### src/rtl/rv32i_types.sv
// Shared types for the rv32i memory hierarchy: word/line types, line geometry
// and the cacheline adapter state encoding.
package rv32i_types;

  typedef logic [31:0]  rv32i_word;
  typedef logic [255:0] cacheline_t;

  localparam int LINE_BYTES  = 32;
  localparam int BURST_BEATS = 4;

  typedef enum logic [1:0] {
    IDLE,
    RD_BURST,
    WR_BURST,
    DONE
  } adapter_state_t;

endpackage

### src/rtl/cacheline_adapter.sv
// Converts one cacheline read/write from the arbiter into a BEATS-long burst
// on the main-memory bus and pulses line_resp once the whole line has moved.
module cacheline_adapter
  import rv32i_types::*;
#(
  parameter int LINE_WIDTH = 256,
  parameter int BEAT_WIDTH = 64,
  parameter int BEATS      = LINE_WIDTH / BEAT_WIDTH
) (
  input  logic                  clk,
  input  logic                  rst_n,
  input  logic                  line_read,
  input  logic                  line_write,
  input  rv32i_word             line_address,
  input  logic [LINE_WIDTH-1:0] line_wdata,
  output logic [LINE_WIDTH-1:0] line_rdata,
  output logic                  line_resp,
  output logic                  burst_read,
  output logic                  burst_write,
  output rv32i_word             burst_address,
  output logic [BEAT_WIDTH-1:0] burst_wdata,
  input  logic [BEAT_WIDTH-1:0] burst_rdata,
  input  logic                  burst_resp
);

  localparam int            CW        = $clog2(BEATS);
  localparam logic [CW-1:0] LAST_BEAT = CW'(BEATS - 1);

  adapter_state_t        state_q, state_d;
  logic [CW-1:0]         cnt_q, cnt_d;
  rv32i_word             addr_q, addr_d;
  logic [LINE_WIDTH-1:0] wdata_q, wdata_d;
  logic [LINE_WIDTH-1:0] rdata_q, rdata_d;
  rv32i_word             aligned_addr;

  assign aligned_addr  = line_address & ~rv32i_word'(LINE_BYTES - 1);
  assign burst_address = addr_q;
  assign line_rdata    = rdata_q;

  always_ff @(posedge clk or negedge rst_n) begin
    if (!rst_n) begin
      state_q <= IDLE;
      cnt_q   <= '0;
      addr_q  <= '0;
      wdata_q <= '0;
      rdata_q <= '0;
    end else begin
      state_q <= state_d;
      cnt_q   <= cnt_d;
      addr_q  <= addr_d;
      wdata_q <= wdata_d;
      rdata_q <= rdata_d;
    end
  end

  always_comb begin
    state_d     = state_q;
    cnt_d       = cnt_q;
    addr_d      = addr_q;
    wdata_d     = wdata_q;
    rdata_d     = rdata_q;
    burst_read  = 1'b0;
    burst_write = 1'b0;
    burst_wdata = '0;
    line_resp   = 1'b0;

    case (state_q)
      IDLE: begin
        // A simultaneous read+write is illegal; the write takes priority.
        if (line_write) begin
          addr_d  = aligned_addr;
          wdata_d = line_wdata;
          cnt_d   = '0;
          state_d = WR_BURST;
        end else if (line_read) begin
          addr_d  = aligned_addr;
          cnt_d   = '0;
          state_d = RD_BURST;
        end
      end

      RD_BURST: begin
        burst_read = 1'b1;
        if (burst_resp) begin
          rdata_d[int'(cnt_q)*BEAT_WIDTH +: BEAT_WIDTH] = burst_rdata;
          if (cnt_q == LAST_BEAT) begin
            cnt_d   = '0;
            state_d = DONE;
          end else begin
            cnt_d = cnt_q + 1'b1;
          end
        end
      end

      WR_BURST: begin
        burst_write = 1'b1;
        burst_wdata = wdata_q[int'(cnt_q)*BEAT_WIDTH +: BEAT_WIDTH];
        if (burst_resp) begin
          if (cnt_q == LAST_BEAT) begin
            cnt_d   = '0;
            state_d = DONE;
          end else begin
            cnt_d = cnt_q + 1'b1;
          end
        end
      end

      DONE: begin
        line_resp = 1'b1;
        cnt_d     = '0;
        state_d   = IDLE;
      end

      default: begin
        state_d = IDLE;
      end
    endcase
  end

endmodule

### config.mk
export PLATFORM = sky130hd
export DESIGN_NAME = cacheline_adapter
export DESIGN_NICKNAME = d
export VERILOG_FILES = /design/src/rtl/rv32i_types.sv /design/src/rtl/cacheline_adapter.sv
export SDC_FILE = /design/constraint.sdc
export NUM_CORES = 1
export LEC_CHECK = 0
export ABC_AREA = 1
export ABC_CLOCK_PERIOD_IN_PS = 5300
export CAP_MARGIN = 20
export CORE_AREA = 2 2 279 281
export DETAILED_ROUTE_END_ITERATION = 7
export DIE_AREA = 0 0 281 283
export DONT_BUFFER_PORTS = 1
export GPL_ROUTABILITY_DRIVEN = 0
export PLACE_DENSITY = 0.52
export RECOVER_POWER = 50
export SLEW_MARGIN = 20
export SYNTH_ARGS = -nofsm -noshare
export SYNTH_HDL_FRONTEND = slang
export SYNTH_SLANG_ARGS = --single-unit
### constraint.sdc
create_clock -name clk -period 5.3 [get_ports clk]
set_clock_uncertainty 0.2 [all_clocks]
set_input_delay 1.06 -clock clk [delete_from_list [all_inputs] [get_ports clk]]
set_output_delay 1.06 -clock clk [all_outputs]
set_load 0.005 [all_outputs]
==> results of run 1 <==
-- cells in the final DEF, fill, tap and decap left out, types with 3 or more instances in the layout --
master,count
a21oi_1,320
buf_4,28
clkbuf_1,16
clkbuf_16,61
clkbuf_8,16
clkinv_2,13
conb_1,5
dfrtp_1,541
ha_1,11
inv_1,293
inv_2,6
nand2_1,584
nand3_1,258
nor2_1,259
nor2_4,3
o21ai_0,276
o21ai_1,47
-- registers in the layout, summed over array words and instances (netlist names) --
name / cells
cnt_q: 2
line_rdata: 256
wdata_q: 256
burst_address: 27
state_q: 2
-- critical path, cell delays in order, from the launching register on --
cell and delay [ns]:
dfrtp_4 0.92, inv_4 0.26, buf_4 0.44, nand2_1 0.14, nand3_1 0.07, a21oi_1 0.49
-- logic make-up (layout without fill, tap and decap cells) --
group | count (synthesis) | count (layout) | synth area share (%)
and+or+nand+nor | 1112 | 1112 | 19.2
adders and majority gates | 11 | 11 | 0.583
AOI/OAI and AO/OA | 643 | 643 | 13.7
DFF | 543 | 543 | 57.6
buffers and inverters | 502 | 445 | 8.94
other | 1 | 5 | 0.0159
-- metrics by stage --
stage | utilization, % | worst slack [ns]
after global placement | 31.6 | 1.41
after floorplan | - | 2.85
after global routing | 34.2 | 0.610
after CTS | 34.3 | 0.936
after detailed placement | 31.7 | 1.62
final | 34.2 | 1.04
-- where the power goes --
part           total, uW  switching (uW)  internal, uW
logic               4610            3280          1340
registers           6180             689          5490
clock network       4210            1780          2430
-- final timing paths --
check / endpoint
worst max-delay path: burst_wdata[10]
worst min-delay path: line_rdata[237]
worst max register to register: wdata_q[109]
worst min register to register: line_rdata[37]
max in group asynchronous: cnt_q[1]
min in group clk: line_rdata[37]
-- routing by layer --
| layer | part of all wire [%] | track usage [%] | routed length (um) | vias to the layer above |
|---|---|---|---|---|
| li1 | - | - | - | 8751 |
| met4 | 2.5 | 5.47 | 2020 | 14 |
| met5 | 0.12 | 0 | 96 | - |
| met2 | 47 | 31.5 | 37700 | 712 |
| met3 | 11 | 7.62 | 8720 | 115 |
| met1 | 40 | 24.4 | 32100 | 9018 |
-- layout make-up --
class / instances / area, sq um / share of cell area (%)
Multi-Input combinational cell: 1771 / 7940 / 30.3
Timing Repair Buffer: 35 / 265 / 1.01
Tap cell: 1040 / 1300 / 4.96
Sequential cell: 543 / 13600 / 51.8
Clock inverter: 20 / 199 / 0.759
Inverter: 301 / 1130 / 4.32
Clock buffer: 89 / 1790 / 6.83
==> results.toml, run 1 <==
[run_status]
status = "finished, violations left"
violations = "hold timing, capacitance limit, slew limit"

[timing]
max_freq_ghz = 0.235
fin_crit_ns = 4.26
tightest_slew_ns = 3.01
finalHoldViolations = 10
hold_slack_ns = -0.0627
report.final.slew_viol_count = 714
slew_headroom_pct = -101
setup_tns_ns = 0
fin_crit_sh_pct = 80.4
rsz0062_at_grt = "false"
setup-violations-final = 0

[global_routing]
grt_max_degree = 544
grt_pass1_vias = 18200
antenna_found_initial = 7
grt.overflow.total = 0
grtUsageTotal_pct = 19.6
grt_pass1_wl_um = 120000

[routing]
antenna_left = 0
vias = 18600
drt_iter0_drc = 1373
wl_per_cell_um = 21.2
wirelength_um = 80600
via_per_inst = 4.90
dr.pass1.iters = 5
drc = 0

[clock_tree]
post_cts_buffers = 0
cts-root-buf = "clkbuf_16"
cts_resized = 0
cts_buffers = 61
h-tree-depth = 2
insertion_delay_ns = 0.62
cts_tree = "yes"
clockBufferDepth = 3
cts.sinks = 543
cts.clk_slew.worst_paths_ns = 0.06

[floorplanning]
die_x_um = 281
std_cell_rows = 102
ios = 712
initial_core_util_pct = 30.8
fp.dieArea_sq_um = 79500
design.core.area_sq_um = 76700
dieHeight_um = 283

[synth]
yosysUniqueCellTypes = 24
yosys_warnings = 0
yosys_most_used_dff = "dfrtp_1"
synth_seq_area_share_pct = 57.6
synth-seq-cells = 543
yosysTopAreaCell = "dfrtp_1"
ys_top_cells_by_count = "nand2_1 (585), dfrtp_1 (543), a21oi_1 (320)"
netlist.area_leader.share_pct = 57.6
avgSynthCellArea_sq_um = 8.39
synth_edf_count = 0
synth_cells = 2812
yosysMostFrequentCell = "nand2_1"
synth_area_leaders = "dfrtp_1 (58%), nand2_1 (9.3%), a21oi_1 (6.8%), o21ai_0 (5.8%), nand3_1 (5.5%)"
synth_area_sq_um = 23600
async_flop_share_pct = 100

[pwr]
peakVddDrop_mv = 0.304
cellPowerDensity_nw_per_um2 = 572
total_power_uw = 15000
power_leakage_uw = 0.0130

[worst_setup_path]
startpoint = "cnt_q[0]"
r2r_slack_ns = 1.07
r2r_start = "state_q[0]"
crit_arrival_ns = 3.00
endpoint_kind = "primary output"
critPathMaxFanout = 64
worstSetupStartpointType = "register"
worstSetupPathType = "register to primary output"
reg2regPathDepth = 6
worst_ep_required_time_ns = 4.04

[placed_design]
io_buffers = 0
post-dp-hpwl_um = 52400
post-place-cells = 3690
place_area_sq_um = 24300

[final_layout]
design_area_sq_um = 26200
nFillCells = 8052
syn2layout_area_growth_pct = 11.1
num_antenna_cells = 0
drive_gt1_share_pct = 5.33
fin_nets = 3081
layout.cells.non_filler = 3799

[hold_path]
min_path_type = "input pin to async pin"

[run]
maxCapViolCount = 6
(Power assumes the default switching activity.)
==> inputs of run 2 (changes only) <==
--- a/config.mk
+++ b/config.mk
@@ -6,7 +6,7 @@
 export NUM_CORES = 1
 export LEC_CHECK = 0
 export ABC_AREA = 1
-export ABC_CLOCK_PERIOD_IN_PS = 5300
+export ABC_CLOCK_PERIOD_IN_PS = 4000
 export CAP_MARGIN = 20
 export CORE_AREA = 2 2 279 281
 export DETAILED_ROUTE_END_ITERATION = 7
==> constraint.sdc (replaced) <==
create_clock -name clk -period 4 [get_ports clk]
set_clock_uncertainty 0.2 [all_clocks]
set_input_delay 0.8 -clock clk [delete_from_list [all_inputs] [get_ports clk]]
set_output_delay 0.8 -clock clk [all_outputs]
set_load 0.005 [all_outputs]
==> run 2 against run 1 <==
Compared with the run above:
- the flow still finishes with violations (hold timing, capacitance limit, slew limit)
- non-clock buffer count increased by 1
- cell count increased by 0.13%
- combinational power increased by 34%
- setup slack got worse by 0.81 ns
- sequential share of layout area decreased by 0.36 points
- clock-buffer cell count unchanged
- sequential power increased by 32%
- total power increased by 34%
- final area increased by 0.70%
==> results.toml, run 2 (synthesized netlist as in run 1, its figures left out) <==
[run_status]
status = "finished, violations left"
violations = "hold timing, capacitance limit, slew limit"

[worst_setup_path]
r2r_slack_ns = 0.59
worstSetupStartpointType = "register"
crit_arrival_ns = 2.78
endpoint_kind = "primary output"
r2r_start = "state_q[0]"
worst_ep_required_time_ns = 3.00
worstPathCellList = "clkbuf_2 -> nand2_1 -> nand3_1 -> a21oi_1"
r2r-end = "wdata_q[61]"
slowest_stage = "clkbuf_2"
worstSetupPathType = "register to primary output"
max_stage_delay_ns = 0.71
critPathMaxFanout = 48
reg2regPathDepth = 6

[final_layout]
syn2layout_area_growth_pct = 11.9
fin_nets = 3081
fin_util_pct = 34.4
design_area_sq_um = 26400
layout.cells.non_filler = 3804
drive_gt1_share_pct = 5.65
mostFrequentLayoutCells = "nand2_1 (584), dfrtp_1 (541), a21oi_1 (320)"
final_common_cell = "nand2_1"
nFillCells = 8088

[timing]
tightest_slew_ns = 2.07
setup-violations-final = 0
hold_slack_ns = -0.311
setup_tns_ns = 0
report.final.slew_viol_count = 352
finalHoldViolations = 271
max_freq_ghz = 0.265
fin_crit_ns = 3.78
fin_crit_sh_pct = 94.4
slew_headroom_pct = -38.0
rsz0062_at_grt = "false"

[clock_tree]
cts_resized = 0
h-tree-depth = 2
clockBufferDepth = 3
cts_tree = "yes"
cts.sinks = 543
cts-root-buf = "clkbuf_16"
cts.clk_slew.worst_paths_ns = 0.06
insertion_delay_ns = 0.61
cts_buffers = 60
post_cts_buffers = 0

[global_routing]
grt_pass1_vias = 18400
grt_max_degree = 544
grt_pass1_wl_um = 121000
grt.overflow.total = 0
grtUsageTotal_pct = 19.7
antenna_found_initial = 2

[floorplanning]
dieHeight_um = 283
std_cell_rows = 102
ios = 712
design.core.area_sq_um = 76700
die_x_um = 281
initial_core_util_pct = 30.8
fp.dieArea_sq_um = 79500

[pwr]
p_comb_share_pct = 30.9
total_power_uw = 20100
p_int_uw = 12400
power_leakage_uw = 0.0131
switching_power_uw = 7630
cellPowerDensity_nw_per_um2 = 760
p_seq_share_pct = 40.6
clkPwrFrac_pct = 28.6
peakVddDrop_mv = 0.522
switching_share_pct = 38.0

[placed_design]
place_area_sq_um = 24400
post-dp-hpwl_um = 53400
post-place-cells = 3691
io_buffers = 0

[routing]
dr.pass1.iters = 5
via_per_inst = 4.90
drc = 0
wirelength_um = 80900
wl_per_cell_um = 21.3
vias = 18700
drt_iter0_drc = 1557
antenna_left = 0

[hold_path]
min_path_type = "input pin to async pin"

[run]
maxCapViolCount = 2
[run 2: changes by cell type in the layout (fill, tap and decap cells not counted), moves of 2 or more]
| cell | change |
|---|---|
| buf_12 | +8 |
| clkbuf_1 | -5 |
| clkinv_4 | +5 |
| buf_4 | -3 |
| clkbuf_8 | +3 |
| bufinv_16 | +2 |
| clkinv_2 | -2 |
| diode_2 | +2 |
[run 2: power groups by stage]
stage / Clock, uW / Sequential [uW] / Combinational, uW
2_1_floorplan: 0 / 7900 / 4690
3_3_place_gp: 0 / 8190 / 6130
3_5_place_dp: 0 / 8240 / 6240
4_1_cts: 5880 / 8150 / 6270
5_1_grt: 6110 / 8330 / 7100
6_report: 5730 / 8140 / 6190
[run 2: per-layer routing]
| metal | track usage, % | share of wire (%) | up-vias |
|---|---|---|---|
| met5 | 0 | 0.020 | - |
| met4 | 4.83 | 2.2 | 2 |
| met3 | 7.78 | 11 | 93 |
| met2 | 32.2 | 47 | 689 |
| met1 | 24.3 | 40 | 9118 |
| li1 | - | - | 8753 |
[run 2: final cells by class]
| cell class | instances | area (sq um) | area share (%) |
|---|---|---|---|
| sequential | 543 | 13600 | 51.5 |
| multi-input combinational | 1771 | 7950 | 30.1 |
| clock buffer | 89 | 1800 | 6.82 |
| tap | 1040 | 1300 | 4.93 |
| inverter | 301 | 1130 | 4.29 |
| timing repair buffer | 36 | 377 | 1.43 |
| clock inverter | 22 | 246 | 0.933 |
| antenna | 2 | 5.00 | 0.0190 |
[run 2: worst max path at each step]
stage / startpoint / to / cells past startpoint
CTS: state_q[0] / burst_wdata[10] / 5
global placement: state_q[1] / line_rdata[80] / 7
finish: cnt_q[0] / burst_wdata[10] / 4
global route: state_q[0] / burst_wdata[10] / 5
floorplan: cnt_q[0] / line_rdata[10] / 9
detailed placement: state_q[0] / burst_wdata[10] / 5
[run 2: critical path: cells and delay by family, from the launching register on]
kind	cells	cell delay, ns
AO/OA/AOI/OAI	1	0.46
buffers and inverters	1	0.71
flip-flops	1	0.61
AND/OR/NAND/NOR	2	0.38
[run 2: metrics by stage]
step | hold slack (ns) | setup slack (ns)
6_report | -0.311 | 0.223
3_5_place_dp | 0.292 | 0.850
2_1_floorplan | 0.273 | 1.80
4_1_cts | -0.354 | 0.175
5_1_grt | -0.360 | 0.00429
3_3_place_gp | 0.287 | 0.875
==> inputs of run 3 (changes only) <==
==> config.mk (replaced) <==
export PLATFORM = sky130hd
export DESIGN_NAME = cacheline_adapter
export DESIGN_NICKNAME = d
export VERILOG_FILES = /design/src/rtl/rv32i_types.sv /design/src/rtl/cacheline_adapter.sv
export SDC_FILE = /design/constraint.sdc
export NUM_CORES = 1
export LEC_CHECK = 0
export ABC_CLOCK_PERIOD_IN_PS = 4000
export CAP_MARGIN = 20
export CORE_AREA = 2 2 276 278
export DETAILED_ROUTE_END_ITERATION = 7
export DIE_AREA = 0 0 278 280
export DONT_BUFFER_PORTS = 1
export GPL_ROUTABILITY_DRIVEN = 0
export PLACE_DENSITY_LB_ADDON = 0.2
export RECOVER_POWER = 50
export SYNTH_ARGS = -nofsm -noshare
export SYNTH_HDL_FRONTEND = slang
export SYNTH_SLANG_ARGS = --single-unit
==> run 3 against run 2 <==
Compared with the run above:
- the run still ends with hold timing, capacitance limit, slew limit left
- sequential cell count is the same
- clock-buffer cell count is 4 higher
- register-to-register slack improved by 0.18 ns
- combinational power is 19% lower
- die area fell by 2.1%
- synthesized cell count down 51%
- sequential share of layout area grew 3.4 points
- critical path depth shrank 1
- final area fell by 6.1%
- routed wire length shrank 21%
- cell count decreased by 37%
- total power shrank 3.3%
- critical path type unchanged
- largest power group unchanged
- highest routed layer unchanged
==> results.toml, run 3 <==
[run_status]
status = "finished, violations left"
violations = "hold timing, capacitance limit, slew limit"

[floorplanning]
ios = 712
fp.dieArea_sq_um = 77800
std_cell_rows = 101
die_x_um = 278
initial_core_util_pct = 29.0
design.core.area_sq_um = 75200
dieHeight_um = 280

[synth]
synth_edf_count = 0
yosysTopAreaCell = "dfrtp_1"
yosysUniqueCellTypes = 32
yosys_most_used_dff = "dfrtp_1"
synth_area_sq_um = 21800
async_flop_share_pct = 100
yosysMostFrequentCell = "dfrtp_1"
ys_top_cells_by_count = "dfrtp_1 (543), mux2_2 (283), a22o_1 (256)"
yosys_warnings = 0
avgSynthCellArea_sq_um = 16.0
synth_area_leaders = "dfrtp_1 (62%), mux2_2 (15%), a22o_1 (10%), mux4_2 (6.6%), and2_1 (1.8%)"
synth_seq_area_share_pct = 62.2
netlist.area_leader.share_pct = 62.2
synth-seq-cells = 543
synth_cells = 1367

[routing]
via_per_inst = 5.09
antenna_left = 0
drt_iter0_drc = 626
vias = 12100
drc = 0
wl_per_cell_um = 26.8
dr.pass1.iters = 4
wirelength_um = 63800

[final_layout]
fin_nets = 1714
syn2layout_area_growth_pct = 13.6
final_common_cell = "dfrtp_1"
drive_gt1_share_pct = 34.2
mostFrequentLayoutCells = "dfrtp_1 (541), mux2_2 (283), a22o_1 (256)"

[worst_setup_path]
max_stage_delay_ns = 0.63
endpoint_kind = "primary output"
critPathMaxFanout = 20
crit_arrival_ns = 2.54
slowest_stage = "dfrtp_4"
cp_num_buf_inv = 1
critPathTopFamily = "flip-flops"
worstPathCellList = "buf_4 -> mux4_2 -> and2_1"
worst_ep_required_time_ns = 3.00
worstSetupStartpointType = "register"
worstSetupPathType = "register to primary output"

[global_routing]
grt_pass1_vias = 13400
antenna_found_initial = 15
grt_max_degree = 544
grt.overflow.total = 0
grt_pass1_wl_um = 93000
grtUsageTotal_pct = 15.8

[timing]
fin_crit_ns = 3.54
setup_tns_ns = 0
hold_slack_ns = -0.303
fin_crit_sh_pct = 88.4
rsz0062_at_grt = "false"
report.final.slew_viol_count = 212
finalHoldViolations = 358
slew_headroom_pct = -20.8
max_freq_ghz = 0.283
setup-violations-final = 0
tightest_slew_ns = 1.81

[run]
maxCapViolCount = 2

[clock_tree]
h-tree-depth = 2
cts.clk_slew.worst_paths_ns = 0.06
cts_buffers = 60
clockBufferDepth = 3
cts_tree = "yes"
insertion_delay_ns = 0.61
post_cts_buffers = 0
cts.sinks = 543
cts-root-buf = "clkbuf_16"

[placed_design]
post-dp-hpwl_um = 42400
io_buffers = 0

[pwr]
peakVddDrop_mv = 0.330
power_leakage_uw = 0.0109
cellPowerDensity_nw_per_um2 = 782

[hold_path]
min_path_type = "input pin to async pin"
==> run 3: routing by layer <==
metal / vias up / global-route usage (%) / routed length, um
met5: - / 0 / 129
met4: 18 / 4.96 / 1580
met2: 559 / 26.6 / 31700
met3: 109 / 6.73 / 6470
met1: 6344 / 18.3 / 23900
li1: 5075 / - / -
==> run 3: cell type report <==
type                       count  area (sq um)
fill                        7277         50400
sequential                   543         13600
multi-input combinational    711          7690
clock buffer                  93          1810
tap                          978          1220
timing repair buffer          22           262
clock inverter                19           171
inverter                       8          30.0
antenna                        6          15.0
==> run 3: path summary, 6_finish.rpt <==
check,from,slack [ns],cells past startpoint,to
max,cnt_q[0],0.46,3,burst_wdata[1]
min in group clk,burst_rdata[6],0.12,1,line_rdata[6]
min reg2reg,wdata_q[245],0.30,1,wdata_q[245]
max reg2reg,state_q[0],0.77,5,wdata_q[12]
min,rst_n,-0.30,0,wdata_q[185]
max in group asynchronous,rst_n,2.46,0,burst_address[6]
==> run 3: cell families after synthesis <==
| kind of cell | Yosys count | synth area share [%] |
|---|---|---|
| adder cells (fa/ha/maj) | 11 | 0.630 |
| other | 1 | 0.0172 |
| buffers and inverters | 117 | 2.78 |
| AND/OR/NAND/NOR | 82 | 2.53 |
| flip-flops | 543 | 62.2 |
| multiplexers | 349 | 21.3 |
| AO/OA/AOI/OAI | 264 | 10.5 |
==> run 3: timing repair <==
action                                 CTS  global route
setup endpoints to repair                0             0
gates resized for setup                  0             0
endpoints found under the hold margin  543           543
==> run 3: report_power, final <==
group | switching [uW] | leakage (uW) | internal [uW]
Combinational | 1980 | 0.00298 | 3060
Clock | 2250 | 0.000977 | 3230
Sequential | 1360 | 0.00694 | 7530
Total | 5590 | 0.0109 | 13800
==> run 3: metrics by stage <==
step / power [uW] / setup WS, ns / instance area (sq um) / utilization (%) / std cells
6_report: 19400 / 0.462 / 24800 / 33.0 / 2380
5_1_grt: 20500 / 0.263 / 24800 / 33.0 / 2377
2_1_floorplan: 12600 / 1.36 / 21800 / - / 1371
3_3_place_gp: 14000 / 1.03 / 22800 / 30.3 / 2262
3_5_place_dp: 14100 / 1.02 / 22800 / 30.3 / 2262
4_1_cts: 19700 / 0.345 / 24800 / 33.0 / 2374
==> run 3: worst register-to-register path, stage by stage, from the launching register on <==
cell and delay (ns):
dfrtp_1 0.39, inv_1 0.10, ha_1 0.23, nand2_1 1.16, buf_12 0.51, mux2_2 0.52
